### config.mk
export PLATFORM = sky130hd
export DESIGN_NAME = counter_sched
export DESIGN_NICKNAME = d
export VERILOG_FILES = /design/src/rtl/counter_sched_pkg.sv /design/src/rtl/counter_sched_rr.sv /design/src/rtl/counter_sched.sv
export SDC_FILE = /design/constraint.sdc
export NUM_CORES = 1
export LEC_CHECK = 0
export ABC_AREA = 1
export CORE_UTILIZATION = 53
export CTS_BUF_LIST = sky130_fd_sc_hd__clkbuf_4 sky130_fd_sc_hd__clkbuf_8 sky130_fd_sc_hd__clkbuf_16
export DETAILED_ROUTE_END_ITERATION = 16
export PLACE_DENSITY = 0.81
export REMOVE_ABC_BUFFERS = 1
export SLEW_MARGIN = 20
export SYNTH_ARGS = -nofsm -noshare
export SYNTH_HDL_FRONTEND = slang
export SYNTH_SLANG_ARGS = --single-unit
### constraint.sdc
create_clock -name clk -period 3.8 [get_ports clk]
set_clock_uncertainty 0.2 [all_clocks]
set_input_delay 0.76 -clock clk [delete_from_list [all_inputs] [get_ports clk]]
set_output_delay 0.76 -clock clk [all_outputs]
set_load 0.03 [all_outputs]
### src/rtl/counter_sched_pkg.sv
// Shared definitions for the counter scheduler: FSM encoding and default sizing.
package counter_sched_pkg;

    localparam int NREQ_DEF = 4;
    localparam int CW_DEF   = 3;

    typedef enum logic [1:0] {
        IDLE = 2'b00,
        RUN  = 2'b01,
        DONE = 2'b10
    } state_t;

endpackage

### src/rtl/counter_sched_rr.sv
// Combinational round-robin picker: scans req starting at ptr, wrapping at NREQ.
module rr_arbiter #(
    parameter int NREQ = 4,
    parameter int IW   = 2
) (
    input  logic [NREQ-1:0] req,
    input  logic [IW-1:0]   ptr,
    output logic [NREQ-1:0] win,
    output logic [IW-1:0]   idx
);

    logic          found;
    logic [IW-1:0] pos;

    // First asserted request at or after ptr wins.
    always_comb begin
        win   = '0;
        idx   = '0;
        found = 1'b0;
        pos   = '0;
        for (int k = 0; k < NREQ; k++) begin
            pos = IW'((int'(ptr) + k) % NREQ);
            if (!found && req[pos]) begin
                found    = 1'b1;
                win[pos] = 1'b1;
                idx      = pos;
            end
        end
    end

endmodule

### src/rtl/counter_sched.sv
// Shared counter handed out to NREQ requesters in round-robin order; each
// grant counts 0..len and ends with a one-cycle done pulse.
//
//   state | meaning
//   ------+-----------------------------------------------------------
//   IDLE  | no owner; arbitrate when any req is high
//   RUN   | owner holds the counter, cnt advances toward latched len
//   DONE  | one-cycle completion pulse, pointer moves past the owner
module counter_sched
    import counter_sched_pkg::*;
#(
    parameter  int NREQ = NREQ_DEF,
    parameter  int CW   = CW_DEF,
    localparam int IW   = (NREQ > 1) ? $clog2(NREQ) : 1
) (
    input  logic             clk,
    input  logic             rst,
    input  logic [NREQ-1:0]  req,
    input  logic [NREQ*CW-1:0] len,
    output logic [NREQ-1:0]  gnt,
    output logic [CW-1:0]    cnt,
    output logic             busy,
    output logic             done,
    output logic [IW-1:0]    done_id
);

    state_t          state, state_nxt;
    logic [IW-1:0]   ptr, own_idx, win_idx;
    logic [CW-1:0]   own_len, win_len;
    logic [NREQ-1:0] win;
    logic            take, owner_req, at_end;

    function automatic logic [IW-1:0] ptr_after(input logic [IW-1:0] i);
        if (int'(i) == NREQ - 1) return '0;
        return i + IW'(1);
    endfunction

    rr_arbiter #(.NREQ(NREQ), .IW(IW)) u_rr (
        .req (req),
        .ptr (ptr),
        .win (win),
        .idx (win_idx)
    );

    assign take      = (state == IDLE) && (|req);
    assign owner_req = req[own_idx];
    assign at_end    = (cnt == own_len);

    // Pick the winner's len slice with constant indices only.
    always_comb begin
        win_len = '0;
        for (int i = 0; i < NREQ; i++) begin
            if (win_idx == IW'(i)) win_len = len[i*CW +: CW];
        end
    end

    // State register.
    always_ff @(posedge clk or negedge rst) begin
        if (!rst) state <= IDLE;
        else      state <= state_nxt;
    end

    // Next state; a dropped owner request wins over completion.
    always_comb begin
        state_nxt = state;
        case (state)
            IDLE: if (take) state_nxt = RUN;
            RUN: begin
                if (!owner_req)  state_nxt = IDLE;
                else if (at_end) state_nxt = DONE;
            end
            DONE:    state_nxt = IDLE;
            default: state_nxt = IDLE;
        endcase
    end

    // Owner latch, counter and round-robin pointer.
    always_ff @(posedge clk or negedge rst) begin
        if (!rst) begin
            ptr     <= '0;
            own_idx <= '0;
            own_len <= '0;
            cnt     <= '0;
        end else begin
            if (take) begin
                own_idx <= win_idx;
                own_len <= win_len;
                cnt     <= '0;
            end else if (state == RUN && state_nxt == RUN) begin
                cnt <= cnt + CW'(1);
            end
            if (state == DONE || (state == RUN && !owner_req))
                ptr <= ptr_after(own_idx);
        end
    end

    // Outputs decoded from registered state and owner.
    always_comb begin
        gnt     = '0;
        busy    = 1'b0;
        done    = 1'b0;
        done_id = '0;
        case (state)
            RUN: begin
                gnt[own_idx] = 1'b1;
                busy         = 1'b1;
            end
            DONE: begin
                gnt[own_idx] = 1'b1;
                busy         = 1'b1;
                done         = 1'b1;
                done_id      = own_idx;
            end
            default: ;
        endcase
    end

endmodule

==> flow_summary.yaml <==
cells_and_area:
  areaGrowthSynthToFinish_pct: 29.3
  final_core_util_pct: 74.7
  design_area_sq_mm: 0.00150
  final_nets: 230
  nFillCells: 168
  drive_gt1_share_pct: 13.8
  diodes: 0
clocking:
  cts_max_level: 1
  clk_pin_slew_ns: 0.08
  cts_resized: 0
  post_cts_buffers: 0
  clock_latency_ns: 0.27
  cts_sinks: 12
  root_buffer: "clkbuf_4"
  tritoncts: "yes"
  cts_made_buffers: 3
  clock_path_buffers: 2
  hold_buffers: 0
synthesis:
  synthesis.area_sq_mm: 0.00116
  synth_seq_cells: 12
  synth_cell_types: 26
  ys_seq_area_share_pct: 26.0
  syn_area_per_cell_sq_um: 6.72
  syn-instance-count: 172
  yosys_warnings: 0
global_route:
  grt_max_degree: 13
  grt_pass1_wl_mm: 4.42
  antenna_found_initial: 0
  grt_pass1_vias: 1086
  track_usage_pct: 23.5
  grt-ovfl-total: 0
timing:
  hold_viol: 0
  relSlewSlack_pct: 64.4
  worst_slew_pin_slew_ns: 0.533
  finalSetupViolations: 0
  tns_ns: 0
  timing.final.crit_share_pct: 75.0
  fmax_mhz: 351
  maxSlewViolCount: 0
  rsz0062_at_grt: "false"
  holdWs_ns: 0.317
  setup_ws_ns: 0.951
  layout_min_cycle_time_ns: 2.85
critical_path:
  path_cells: "inv_1, ha_1, nand2_1, inv_1, clkdlybuf4s50_1"
  crit_required_ns: 2.84
  cpPeakStageDelay_ns: 0.65
  cp_slowest_cell: "clkdlybuf4s50_1"
  path_class: "register to output pin"
  rr_worst_depth: 13
  end_kind: "output pin"
  crit_top_cell: "inv_1"
  arrival_ns: 1.89
  startpoint_type: "register"
  cp_max_fo: 5
placed_design:
  port_buffers: 28
  place.gp.congestion: 0.896
  dpl_cell_area_sq_mm: 0.00146
  dp_hpwl_mm: 2.07
  pre_cts_slack_ns: 1.08
power:
  comb_power_share_pct: 73.7
  cell_internal_pwr_mw: 0.624
  ir_drop_mv: 0.819
  power.switching_mw: 0.768
  powerDensity_mw_per_mm2: 931
  leakage_nw: 0.810
  swShare_pct: 55.2
  power_frac_seq_pct: 19.0
  clkPwrFrac_pct: 7.3
die:
  core.rowCount: 16
  die_x_um: 48.7
  design.core.area_sq_mm: 0.00200
  initial_core_util_pct: 57.8
  die-area_sq_mm: 0.00237
  pin_count: 29
  die_h_um: 48.7
status:
  outcome: "finished, final reports clean"
min_path:
  worstHoldPathType: "register to register"
  hold_depth: 2
drt:
  drc: 0
  first_pass_iters: 4
  wire_per_inst_um: 10.8
  avgViaCountPerCell: 5.02
  vias: 1154
  drt-initial-drc-count: 19
  postRouteAntennaNets: 0
  wl_mm: 2.49
run:
  drv_cap: 0
## flip-flops by register name (all words and copies together), names as in the netlist
register and flops:
state 2, ptr 2, own_len 3, cnt 3, own_idx 2
## logic make-up after synthesis
family | synth area share (%)
AO/OA/AOI/OAI | 7.25
buffers and inverters | 9.52
flip-flops | 26.0
AND/OR/NAND/NOR | 46.3
XOR/XNOR | 2.27
adder cells (fa/ha/maj) | 8.66
## power groups by stage
stage	registers (mW)	logic [mW]	clock network (mW)
after global routing	0.275	1.15	0.108
after global placement	0.263	0.996	0
final	0.265	1.03	0.102
after CTS	0.264	1.03	0.105
after detailed placement	0.267	1.02	0
after floorplan	0.270	0.767	0
## cells in the mapped netlist
cell type	n	area, sq um
nand3b_1	3	22.5
nand3_1	16	80.1
nand3_4	1	17.5
nor4_1	1	6.26
nor2_1	8	30.0
o21ai_1	3	15.0
ha_1	8	100
nor2_4	2	22.5
nand2_1	61	229
nand3_2	2	20.0
nand2_2	9	56.3
buf_6	1	11.3
o21ai_2	1	8.76
nor3_2	1	10.0
o211ai_1	1	7.51
xnor2_1	3	26.3
o21ai_0	7	35.0
dfrtp_1	12	300
inv_6	1	8.76
a21oi_1	2	10.0
inv_2	4	15.0
nand2_4	2	22.5
a21o_1	1	7.51
inv_1	20	75.1
nand3b_2	1	11.3
nor3b_1	1	7.51
## cell usage in the layout (no fill, tap or decap), drive strengths merged
cell type and n:
a21o 1, a21oi 2, clkbuf 4, clkdlybuf4s50 28
dfrtp 12, ha 8, inv 25, nand2 72
nand3 19, nand3b 4, nor2 10, nor3 1
nor3b 1, nor4 1, o211ai 1, o21ai 11
xnor2 3
## final timing paths
check,startpoint,to,slack (ns)
worst min-delay path,own_len[1],own_len[1],0.32
worst max register to register,ptr[0],own_len[2],1.75
min in group asynchronous,rst,cnt[2],0.63
worst min register to register,own_len[1],own_len[1],0.32
max in group asynchronous,rst,ptr[1],2.42
worst max-delay path,state[0],gnt[3],0.95
## metal layers
metal  GRT usage [%]  up-vias  wire length (um)
li1                -      604                 -
met1            29.7      514              1130
met5               0        -                 0
met2            42.1       31              1260
met3            2.83        5                83
met4            5.88        0                24
## area by class of cell
class                           instances  area [sq um]  area share, %
Multi-Input combinational cell        134           746           49.9
Sequential cell                        12           300           20.1
Timing Repair Buffer                   28           280           18.7
Inverter                               25          98.8           6.61
Clock buffer                            4          36.3           2.43
Tap cell                               27          33.8           2.26
## worst max-delay path, delay by kind of cell (launching register included)
family | cells | cell delay [ns]
adder cells (fa/ha/maj) | 1 | 0.36
buffers and inverters | 3 | 0.78
flip-flops | 1 | 0.40
AND/OR/NAND/NOR | 1 | 0.07
## stage by stage
| stage | power, mW | instances |
|---|---|---|
| floorplan | 1.04 | 171 |
| finish | 1.39 | 230 |
| detailed placement | 1.29 | 226 |
| CTS | 1.40 | 230 |
| global placement | 1.26 | 226 |
| global route | 1.54 | 230 |
Note: power is estimated with default switching activity, not from simulation.
